**src/rtl/seg7_scanner.sv**
```systemverilog
// seg7_scanner: time-multiplexed 4-digit 7-segment driver with anti-ghosting guard,
// per-frame input snapshot (no tearing) and optional leading-zero blanking.
//   clk_i          system clock
//   rst_ni         asynchronous active-low reset
//   digit0_i..3_i  BCD digits, digit0 is the rightmost position
//   lz_blank_i     blank leading zeros on digit3/digit2
//   colon_en_i     light the decimal point of digit2 as a mm.ss separator
//   seg_o          active-low cathodes {g,f,e,d,c,b,a}
//   dp_o           active-low decimal-point cathode
//   an_o           active-low one-hot anodes, an_o[i] selects digit i
//   frame_done_o   one-cycle pulse following each input snapshot
module seg7_scanner #(
    parameter int REFRESH_DIV = 100000,
    parameter int GUARD       = 16
) (
    input  logic       clk_i,
    input  logic       rst_ni,
    input  logic [3:0] digit0_i,
    input  logic [3:0] digit1_i,
    input  logic [3:0] digit2_i,
    input  logic [3:0] digit3_i,
    input  logic       lz_blank_i,
    input  logic       colon_en_i,
    output logic [6:0] seg_o,
    output logic       dp_o,
    output logic [3:0] an_o,
    output logic       frame_done_o
);
    localparam int CW = (REFRESH_DIV > 1) ? $clog2(REFRESH_DIV) : 1;
    localparam logic [CW-1:0] LAST    = CW'(REFRESH_DIV - 1);
    localparam logic [CW-1:0] GUARD_C = CW'(GUARD);
    logic [CW-1:0] slot_cnt_q, slot_cnt_d;
    logic [1:0]    idx_q, idx_d;
    logic          first_q;
    logic [15:0]   dig_q, dig_d;
    logic          lz_q, lz_d, colon_q, colon_d;
    logic [6:0]    seg_d, glyph;
    logic          dp_d, frame_done_d;
    logic [3:0]    an_d, cur;
    logic          wrap, snap, guard, blank;
    always_comb begin
        wrap         = slot_cnt_q == LAST;
        // first_q marks the first edge after reset: snapshot and hold slot 0 so the
        // scan restarts in the guard phase of index 0
        snap         = first_q || (wrap && idx_q == 2'd3);
        slot_cnt_d   = (first_q || wrap) ? '0 : slot_cnt_q + CW'(1);
        idx_d        = first_q ? 2'd0 : (wrap ? idx_q + 2'd1 : idx_q);
        dig_d        = snap ? {digit3_i, digit2_i, digit1_i, digit0_i} : dig_q;
        lz_d         = snap ? lz_blank_i : lz_q;
        colon_d      = snap ? colon_en_i : colon_q;
        frame_done_d = snap;
        cur          = dig_d[{idx_d, 2'b00} +: 4];
        guard        = slot_cnt_d < GUARD_C;
        blank        = lz_d && ((idx_d == 2'd3 && dig_d[15:12] == 4'd0) ||
                                (idx_d == 2'd2 && dig_d[15:8] == 8'd0));
        case (cur)
            4'd0:    glyph = 7'h40;
            4'd1:    glyph = 7'h79;
            4'd2:    glyph = 7'h24;
            4'd3:    glyph = 7'h30;
            4'd4:    glyph = 7'h19;
            4'd5:    glyph = 7'h12;
            4'd6:    glyph = 7'h02;
            4'd7:    glyph = 7'h78;
            4'd8:    glyph = 7'h00;
            4'd9:    glyph = 7'h10;
            default: glyph = 7'h3F;
        endcase
        seg_d = (guard || blank) ? 7'h7F : glyph;
        an_d  = guard ? 4'hF : ~(4'b0001 << idx_d);
        dp_d  = guard || idx_d != 2'd2 || !colon_d;
    end
    always_ff @(posedge clk_i or negedge rst_ni) begin
        if (!rst_ni) begin
            slot_cnt_q   <= '0;
            idx_q        <= 2'd0;
            first_q      <= 1'b1;
            dig_q        <= 16'd0;
            lz_q         <= 1'b0;
            colon_q      <= 1'b0;
            seg_o        <= 7'h7F;
            dp_o         <= 1'b1;
            an_o         <= 4'hF;
            frame_done_o <= 1'b0;
        end else begin
            slot_cnt_q   <= slot_cnt_d;
            idx_q        <= idx_d;
            first_q      <= 1'b0;
            dig_q        <= dig_d;
            lz_q         <= lz_d;
            colon_q      <= colon_d;
            seg_o        <= seg_d;
            dp_o         <= dp_d;
            an_o         <= an_d;
            frame_done_o <= frame_done_d;
        end
    end
endmodule

```
**config.mk**
```make
export PLATFORM = sky130hd
export DESIGN_NAME = seg7_scanner
export DESIGN_NICKNAME = d
export VERILOG_FILES = /design/src/rtl/seg7_scanner.sv
export SDC_FILE = /design/constraint.sdc
export NUM_CORES = 1
export LEC_CHECK = 0
export CORE_AREA = 2 2 63 89
export DETAILED_ROUTE_END_ITERATION = 8
export DIE_AREA = 0 0 65 91
export DONT_BUFFER_PORTS = 1
export PLACE_DENSITY = 0.72
export SYNTH_ARGS = -nofsm -noshare
export SYNTH_HDL_FRONTEND = slang
export SYNTH_SLANG_ARGS = --single-unit
```
**constraint.sdc**
```tcl
create_clock -name clk_i -period 2.8 [get_ports clk_i]
set_clock_uncertainty 0.05 [all_clocks]
set_input_delay 0.56 -clock clk_i [delete_from_list [all_inputs] [get_ports clk_i]]
set_output_delay 0.56 -clock clk_i [all_outputs]
set_load 0.02 [all_outputs]
```
After elaboration in Yosys (flattened, before gate mapping)

Memories as Yosys holds them, arrays and structs flattened.
Index checks and enable logic that the tools add are counted.
Widths: inputs -> output; s select.

Add/subtract/negate cells: 2
$mul: 0
Divide/modulo/power cells: 0
Order comparisons: 1
Equal/unequal tests: 5
Shifts and indexed selects: 2
Muxes and demuxes: 8
Bitwise gates (word level): 1
Reductions and logical operators: 13

Operator list:

| kind                  | count |
|---|---|
| $add 17x1->17 const B | 1 |
| $eq 17x17->1 const B  | 1 |
| $lt 17x5->1 const B   | 1 |
| $mux 17               | 1 |
| $mux 16               | 1 |
| $shiftx 16x5->4       | 1 |
| $logic_not 8->1       | 1 |
| $mux 7                | 1 |
| $eq 2x2->1 const B    | 3 |
| $logic_or 1x1->1      | 6 |
| $logic_and 1x1->1     | 4 |
| $logic_not 4->1       | 1 |
| $mux 2                | 2 |
| $mux 4                | 1 |
| $not 4->4             | 1 |
| $shl 1x2->4 const A   | 1 |
| $add 2x1->2 const B   | 1 |
| $mux 1                | 2 |
| $ne 2x2->1 const B    | 1 |
| $logic_not 1->1       | 1 |

Register bits: 51
Latch bits: 0
Bits in writable memories: 0
Bits in read-only memories: 112
Input port bits: 20
Output and inout port bits: 13
Word-level logic and storage cells: 43
Memories kept: 1

Memories:

| name             | words | bits a word | rd ports | clocked after memory_dff | wr ports | RTL line | RTL |
|---|---|---|---|---|---|---|---|
| (name not given) | 16    | 7           | 1        | 0                        | 0        | 56       | `case (cur)` |

Depth between registers and ports, before layout

Gate-level depths: netlist of run 1.

Depth in word-level cells: 10
Gate-level depth with buffers: 13
Mapped depth without buffers: 12

Worst setup path before layout of run 1

Ideal clock, no wire load.

Path kind: register to register
Start: register slot_cnt_q[0]
End: register seg_o[3]
Setup time: 0.091 ns
Arrival: 2.982 ns
Setup slack: -0.323 ns
Cell stages (with the launch flop): 13
Buffers on the path: 1
Path through: dfrtp_1 ha_1 and4_1 and4_4 buf_6 a21oi_4 mux2_4 a32o_1 a211o_1 inv_1 ha_1 and2_1 o31ai_1

Elaborated cells on any way between the ends: 23

RTL lines:

| item                   | RTL line | RTL |
|---|---|---|
| from (decl)            | 32       | `logic [CW-1:0] slot_cnt_q, slot_cnt_d;` |
| from (signal assigned) | 86       | `slot_cnt_q <= slot_cnt_d;` |
| $eq 17x17->1           | 42       | `wrap = slot_cnt_q == LAST;` |
| $logic_and 1x1->1      | 45       | `snap = first_q \|\| (wrap && idx_q == 2'd3);` |
| $logic_or 1x1->1       | 45       |  |
| $mux 16                | 48       | `dig_d = snap ? {digit3_i, digit2_i, digit1_i, digit0_i} : dig_q;` |
| via dig_d[4]           | 35       | `logic [15:0] dig_q, dig_d;` |
| $shiftx 16x5->4        | 52       | `cur = dig_d[{idx_d, 2'b00} +: 4];` |
| $mem_v2 16x7           | -        |  |
| $mux 7                 | 69       | `seg_d = (guard \|\| blank) ? 7'h7F : glyph;` |
| via seg_d[3]           | 37       | `logic [6:0] seg_d, glyph;` |
| to (signal assigned)   | 92       | `seg_o <= seg_d;` |
| to (decl)              | 24       | `output logic [6:0] seg_o,` |

The timed path passes the listed nets, and every way through them passes these cells.

Final worst setup path of run 1

Ends and elaborated chain as after synthesis.

==> impl_metrics.py, run 1 <==
metrics = {
    "yosys": {
        "synth_edf_count": 0,
        "synth_seq_cells": 51,
        "seq_area_frac_synth_pct": 45.87,
        "syn_inst": 293,
        "synth.avg_cell_area_um2": 9.617,
        "ys.flop_type": "dfrtp_1",
        "synth_area_um2": 2818,
        "synth_cell_type_count": 56,
        "synth-async-reset-ratio_pct": 100.0,
        "yosys_warnings": 0,
        "syn-num-nets": 320,
    },
    "grt": {
        "grt_start_max_net_pins": 39,
        "antenna_found_initial": 0,
        "grt-ovfl-total": 0,
        "grt_use_total_pct": 23.52,
        "grt_pass1_wl_mm": 10.67,
        "grt_pass1_vias": 2306,
    },
    "detailed_routing": {
        "drt_iter0_drc": 68,
        "routed_wirelength_mm": 6.552,
        "drc": 0,
        "first_pass_iters": 4,
        "wl_per_cell_um": 16.76,
        "num_vias": 2235,
        "postRouteAntennaNets": 0,
        "viasPerCell": 5.716,
    },
    "die": {
        "ios": 33,
        "core_area_um2": 5081,
        "die_w_um": 65,
        "die_h_um": 91,
        "dieArea_um2": 5915,
        "initial_core_util_pct": 55.45,
        "std_cell_rows": 31,
    },
    "worst_setup_path": {
        "crit_arrival_ns": 2.96,
        "rrSetupSlack_ns": 0.02,
        "cp.buffers_inverters": 1,
        "start_kind": "flop",
        "cp_data_required_time_ns": 2.98,
        "crit_path_top_delay_cell": "dfrtp_1",
        "worstSetupPathType": "flop to flop",
        "cp_num_cells": 11,
        "path_max_fanout": 6,
        "slowest_delay_ns": 0.42,
        "crit_chain": "ha_4, and4_4, and4_4, a21oi_4, mux2_4, a32o_1, a211o_1, inv_2, ha_1, and2_4, o31ai_4",
        "crit_family": "compound AO/OA/AOI/OAI gates",
        "r2r-end": "seg_o[3]",
        "end_kind": "flop",
        "r2r_start": "slot_cnt_q[0]",
        "crit_path_frequent_cell": "and4_4",
        "r2r_cells": 11,
    },
    "clocking": {
        "cts.sinks": 51,
        "cts_tree": "yes",
        "cts_buffer_depth": 2,
        "clk_pin_slew_ns": 0.09,
        "cts_buffers": 5,
        "htreeDepth": 2,
        "clock_latency_ns": 0.30,
        "root_buffer": "clkbuf_8",
    },
    "sta": {
        "fmax_mhz": 359.7,
        "fin_ws_ns": 0.01986,
        "hold_violations": 0,
        "grt_setup_unrepaired": "true",
        "min_period_over_period_pct": 99.29,
        "setup_viol": 0,
        "min_period_ns": 2.780,
        "finalMaxSlewViolations": 0,
        "whs_ns": 0.02868,
    },
    "pwr": {
        "peakVddDrop_mv": 0.3902,
        "p_leak_uw": 0.001430,
        "power_density_nw_per_um2": 464.1,
    },
    "flow_run": {
        "cap_violations": 0,
    },
    "finish": {
        "drive_gt1_share_pct": 29.23,
        "final_core_util_pct": 65.67,
        "finalInstanceArea_um2": 3337,
        "multi_input_area_um2": 1478,
        "layout.nets": 351,
        "fillers": 420,
        "syn_to_final_growth_pct": 18.43,
        "register_area_um2": 1294,
        "n_antenna_cell": 0,
    },
    "placement": {
        "numPortBuffers": 0,
        "gp_congestion": 0.9082,
        "hpwl_mm": 4.675,
        "dp_slack_ns": 0.01081,
        "post_dp_cell_area_um2": 3079,
    },
    "status": {
        "status": "finished clean",
    },
    "worst_hold_path": {
        "hold_class": "input pin to async pin",
    },
}
==> report_power, final <==
| group | leakage, µW | total (µW) | switching [µW] | internal [µW] |
|---|---|---|---|---|
| combinational | 0.000741 | 168 | 94.5 | 73.8 |
| sequential | 0.000624 | 782 | 15.1 | 767 |
| clock | 0.0000644 | 599 | 243 | 356 |
| total | 0.00143 | 1550 | 352 | 1200 |
==> per-layer routing <==
layer / global-route usage (%) / routed length, µm
met1: 25.78 / 2486
met2: 44.33 / 3686
met3: 3.965 / 234
met4: 7.979 / 145
met5: 0 / 0
==> cell usage after synthesis (all sizes together), types with 2 or more instances <==
cell	number	area share, %
a211o	2	0.62
a21o	3	0.80
a21oi	17	3.4
and3	6	1.3
and4	2	0.71
and4bb	2	0.89
buf	7	1.6
clkbuf	7	0.98
dfrtp	38	34
dfstp	13	12
ha	7	3.1
inv	11	1.5
mux2	8	3.5
mux2i	5	1.8
nand2	37	4.9
nand2b	3	0.67
nand3	10	1.8
nand4	4	0.89
nor2	26	3.5
nor2b	3	0.67
nor3	4	0.89
o2111ai	3	1.2
o211ai	4	1.1
o21ai	15	2.7
o22ai	6	1.3
o31ai	3	0.80
or2	9	2.0
or3	5	1.1
xnor2	12	3.7
xor2	5	1.6
==> area by class of cell <==
type | instances | area share [%]
clock buffer | 5 | 2.062
tap | 66 | 2.475
multi-input combinational | 216 | 44.28
clock inverter | 3 | 2.025
timing repair buffer | 38 | 9.036
inverter | 12 | 1.350
sequential | 51 | 38.77
==> worst register-to-register path, stage by stage, from the launching register on <==
cell and delay [ns]:
dfrtp_1 0.42, ha_4 0.18, and4_4 0.15, and4_4 0.20, a21oi_4 0.21, mux2_4 0.33
a32o_1 0.25, a211o_1 0.26, inv_2 0.08, ha_1 0.22, and2_4 0.15, o31ai_4 0.20
==> flip-flops by register name, indices dropped and copies added, names as in the netlist <==
| register | count |
|---|---|
| an_o | 4 |
| colon_q | 1 |
| dig_q | 16 |
| dp_o | 1 |
| first_q | 1 |
| frame_done_o | 1 |
| idx_q | 2 |
| lz_q | 1 |
| seg_o | 7 |
| slot_cnt_q | 17 |
==> worst max-delay path by stage <==
stage	from	endpoint	slack (ns)
floorplan	slot_cnt_q[0]	seg_o[3]	-0.09
global placement	slot_cnt_q[7]	seg_o[3]	0.04
detailed placement	slot_cnt_q[1]	seg_o[3]	0.01
CTS	slot_cnt_q[1]	seg_o[3]	0.004
global route	slot_cnt_q[0]	seg_o[2]	-0.10
finish	slot_cnt_q[0]	seg_o[3]	0.02
==> repair_timing <==
action / CTS / global route
gates cloned: 0 / 0
resized for setup: 2 / 14
hold buffers: 1 / 0
hold endpoints to repair: 38 / 0
pin swaps: 1 / 6
setup endpoints to repair: 1 / 11
setup buffers: 2 / 3
==> layout by cell type (no fill, tap or decap), drive strengths merged, types with 6 or more instances in the layout <==
cell   synthesis  layout
nand2         37      37
buf            7      38
o21ai         15      15
dfrtp         38      38
inv           11      11
dfstp         13      13
ha             7       7
o22ai          6       6
and3           6       6
nor2          26      26
mux2           8       8
or2            9       9
nand3         10      10
a21oi         17      17
xnor2         12      12
==> stage by stage <==
stage	TNS [ns]	power (µW)	cells
floorplan	-0.1142	886.8	293
global placement	0	920.9	377
detailed placement	0	928.4	377
CTS	0	1538	388
global route	-0.4530	1610	391
finish	0	1549	391
==> logic make-up after synthesis <==
kind of cell / Yosys count / synth area share, %
flip-flops: 51 / 45.87
XOR/XNOR: 17 / 5.284
other: 1 / 0.1331
buffers and inverters: 26 / 4.218
AND/OR/NAND/NOR: 115 / 21.09
AO/OA/AOI/OAI: 63 / 15.05
multiplexers: 13 / 5.240
adder cells (fa/ha/maj): 7 / 3.108
(Power assumes the default switching activity.)
==> inputs of run 2 (changes only) <==
Settings changed: ABC_AREA set to 1, CORE_AREA 2 2 63 89 to 2 2 63 88, DIE_AREA 0 0 65 91 to 0 0 65 90.
==> run 2 against run 1 <==
Net effect: global-route usage decreased by 1.0 points; cell area is 8.8% lower; clock power shrank 9.2%; power down 2.4%; synthesized cell count is 27% higher; synthesized area fell by 0.53%; non-clock buffer count decreased by 32; combinational power rose by 7%; die area decreased by 1.1%; first-iteration DRC count rose by 49%.
==> impl_metrics.py, run 2 <==
metrics = {
    "worst_setup_path": {
        "crit_path_frequent_cell": "nand2_1",
        "crit_family": "simple AND/OR/NAND/NOR gates",
        "cp.buffers_inverters": 1,
        "end_kind": "flop",
        "path_max_fanout": 8,
        "worstSetupPathType": "flop to flop",
        "slowest_delay_ns": 0.48,
        "crit_path_top_delay_cell": "dfrtp_1",
        "start_kind": "flop",
        "cp_data_required_time_ns": 2.97,
        "crit_arrival_ns": 2.74,
        "crit_chain": "nor2_2, nand2_1, nor2_2, nand3_2, nand2_1, nand2_1, nor2_1, nor2_2, nand2_1, nand2_1, nor2_4, inv_1, ha_1, nand3b_1, nand3_1, nand3_1",
    },
    "yosys": {
        "synth.avg_cell_area_um2": 7.554,
        "netlist_top_cells_count": "nand2_1 (116), nor2_1 (50), inv_1 (44)",
        "synth_cell_type_count": 30,
        "synth_top_area_share_pct": 33.93,
        "synth_edf_count": 0,
        "syn_inst": 371,
        "syn-num-nets": 398,
        "yosys_warnings": 0,
        "synth_top_cell_by_area": "dfrtp_1",
        "synth_area_um2": 2803,
        "synth_area_leaders": "dfrtp_1 (34%), nand2_1 (16%), dfstp_2 (12%)",
        "seq_area_frac_synth_pct": 46.12,
        "synth_seq_cells": 51,
        "synth.most_common_cell": "nand2_1",
        "ys.flop_type": "dfrtp_1",
        "synth-async-reset-ratio_pct": 100.0,
    },
    "pwr": {
        "p_leak_uw": 0.001518,
        "power_density_nw_per_um2": 497.2,
        "peakVddDrop_mv": 0.4349,
    },
    "clocking": {
        "clock_latency_ns": 0.30,
        "htreeDepth": 2,
        "cts_buffer_depth": 2,
        "cts.sinks": 51,
        "clk_pin_slew_ns": 0.09,
        "cts_buffers": 5,
        "postCtsSetupRepairBufs": 0,
        "cts_tree": "yes",
        "root_buffer": "clkbuf_8",
    },
    "grt": {
        "grt-ovfl-total": 0,
        "grt_use_total_pct": 22.49,
        "antenna_found_initial": 0,
        "grt_pass1_wl_mm": 10.29,
        "grt_start_max_net_pins": 39,
        "grt_pass1_vias": 2295,
    },
    "placement": {
        "hpwl_mm": 4.500,
        "gp_congestion": 0.8900,
        "numPortBuffers": 0,
        "dp_slack_ns": 0.1320,
    },
    "detailed_routing": {
        "routed_wirelength_mm": 6.181,
        "drt_iter0_drc": 101,
        "wl_per_cell_um": 13.89,
        "viasPerCell": 5.112,
        "postRouteAntennaNets": 0,
        "drc": 0,
        "first_pass_iters": 4,
        "num_vias": 2275,
    },
    "die": {
        "core_area_um2": 5081,
        "std_cell_rows": 31,
        "initial_core_util_pct": 55.16,
        "dieArea_um2": 5850,
        "die_w_um": 65,
        "ios": 33,
        "die_h_um": 90,
    },
    "finish": {
        "layout.nets": 405,
        "largest_register_ffs": 17,
        "n_antenna_cell": 0,
        "fillers": 486,
        "syn_to_final_growth_pct": 8.527,
        "largestRegisters": "slot_cnt_q: 17 flops, dig_q: 16 flops, seg_o: 7 flops",
        "final_cell_mix": "nand2_1 (116), nor2_1 (48), inv_1 (44)",
        "drive_gt1_share_pct": 16.36,
        "final_common_cell": "nand2_1",
        "regMostFlops": "slot_cnt_q",
    },
    "sta": {
        "finalMaxSlewViolations": 0,
        "min_period_ns": 2.561,
        "fin_ws_ns": 0.2392,
        "setup_viol": 0,
        "hold_violations": 0,
        "fmax_mhz": 390.5,
        "min_period_over_period_pct": 91.46,
        "tns_ns": 0,
    },
    "worst_hold_path": {
        "hold_class": "input pin to async pin",
    },
    "status": {
        "status": "finished clean",
    },
    "flow_run": {
        "cap_violations": 0,
    },
}
-- run 2: cell count changes after synthesis, moves of 14 or more --
cell / before / now
nand3_1: 10 / 40
nand2_1: 37 / 116
nor2_1: 26 / 50
a21oi_1: 16 / 2
inv_1: 11 / 44
-- run 2: kinds of logic after synthesis --
family / count (synthesis) / share of synthesized area, %
AOI/OAI and AO/OA: 10 / 2.411
and+or+nand+nor: 243 / 38.39
adders and majority gates: 7 / 3.125
other: 1 / 0.1338
DFF: 51 / 46.12
xor gates and xnor gates: 5 / 1.562
buffers and inverters: 54 / 8.259
-- run 2: area by class of cell --
cell class | count | area (µm²) | area share (%)
Clock buffer | 6 | 82.58 | 2.715
Clock inverter | 2 | 38.79 | 1.275
Inverter | 48 | 183.9 | 6.047
Multi-Input combinational cell | 266 | 1304 | 42.86
Sequential cell | 51 | 1292 | 42.49
Tap cell | 66 | 82.58 | 2.715
Timing Repair Buffer | 6 | 57.56 | 1.892
-- run 2: worst register-to-register path, cell delays in order (launching register included) --
cell	delay [ns]
dfrtp_1	0.48
nor2_2	0.13
nand2_1	0.07
nor2_2	0.15
nand3_2	0.15
nand2_1	0.12
nand2_1	0.06
nor2_1	0.22
nor2_2	0.14
nand2_1	0.09
nand2_1	0.08
nor2_4	0.15
inv_1	0.09
ha_1	0.17
nand3b_1	0.17
nand3_1	0.10
nand3_1	0.07
-- run 2: layer usage --
layer	part of all wire, %	vias up	GRT usage, %
met1	40	1081	25.85
met2	55	36	41.58
li1	-	1149	-
met3	2.9	9	2.753
met5	0	-	0
met4	2.1	0	7.979
-- run 2: path summary, 6_finish.rpt --
kind,depth (start not counted),endpoint,startpoint,slack (ns)
max,16,seg_o[3],slot_cnt_q[5],0.24
min,1,slot_cnt_q[2],rst_ni,0.03
max reg2reg,16,seg_o[3],slot_cnt_q[5],0.24
min reg2reg,1,slot_cnt_q[0],slot_cnt_q[0],0.42
max in group asynchronous,1,dig_q[15],rst_ni,2.47
min in group clk_i,2,dig_q[4],digit1_i[0],0.33
-- run 2: through the flow --
step | cells | hold slack, ns | power [µW] | area [µm²] | util, %
2_1_floorplan | 371 | 0.2144 | 933.4 | 2803 | -
3_3_place_gp | 436 | 0.2161 | 961.2 | 2872 | 56.51
3_5_place_dp | 436 | 0.2158 | 966.9 | 2872 | 56.51
4_1_cts | 445 | 0.02738 | 1524 | 3013 | 59.30
5_1_grt | 445 | 0.02047 | 1582 | 3042 | 59.86
6_report | 445 | 0.03465 | 1512 | 3042 | 59.86
-- run 2: power by group --
group	internal [µW]	switching (µW)
logic	58.6	121
registers	775	14.3
clock network	294	250
total	1130	385
-- run 2: repair_timing --
action,CTS,global route
endpoints found under the hold margin,38,0
setup endpoints to repair,0,11
gates resized for setup,0,7
hold buffers,1,0
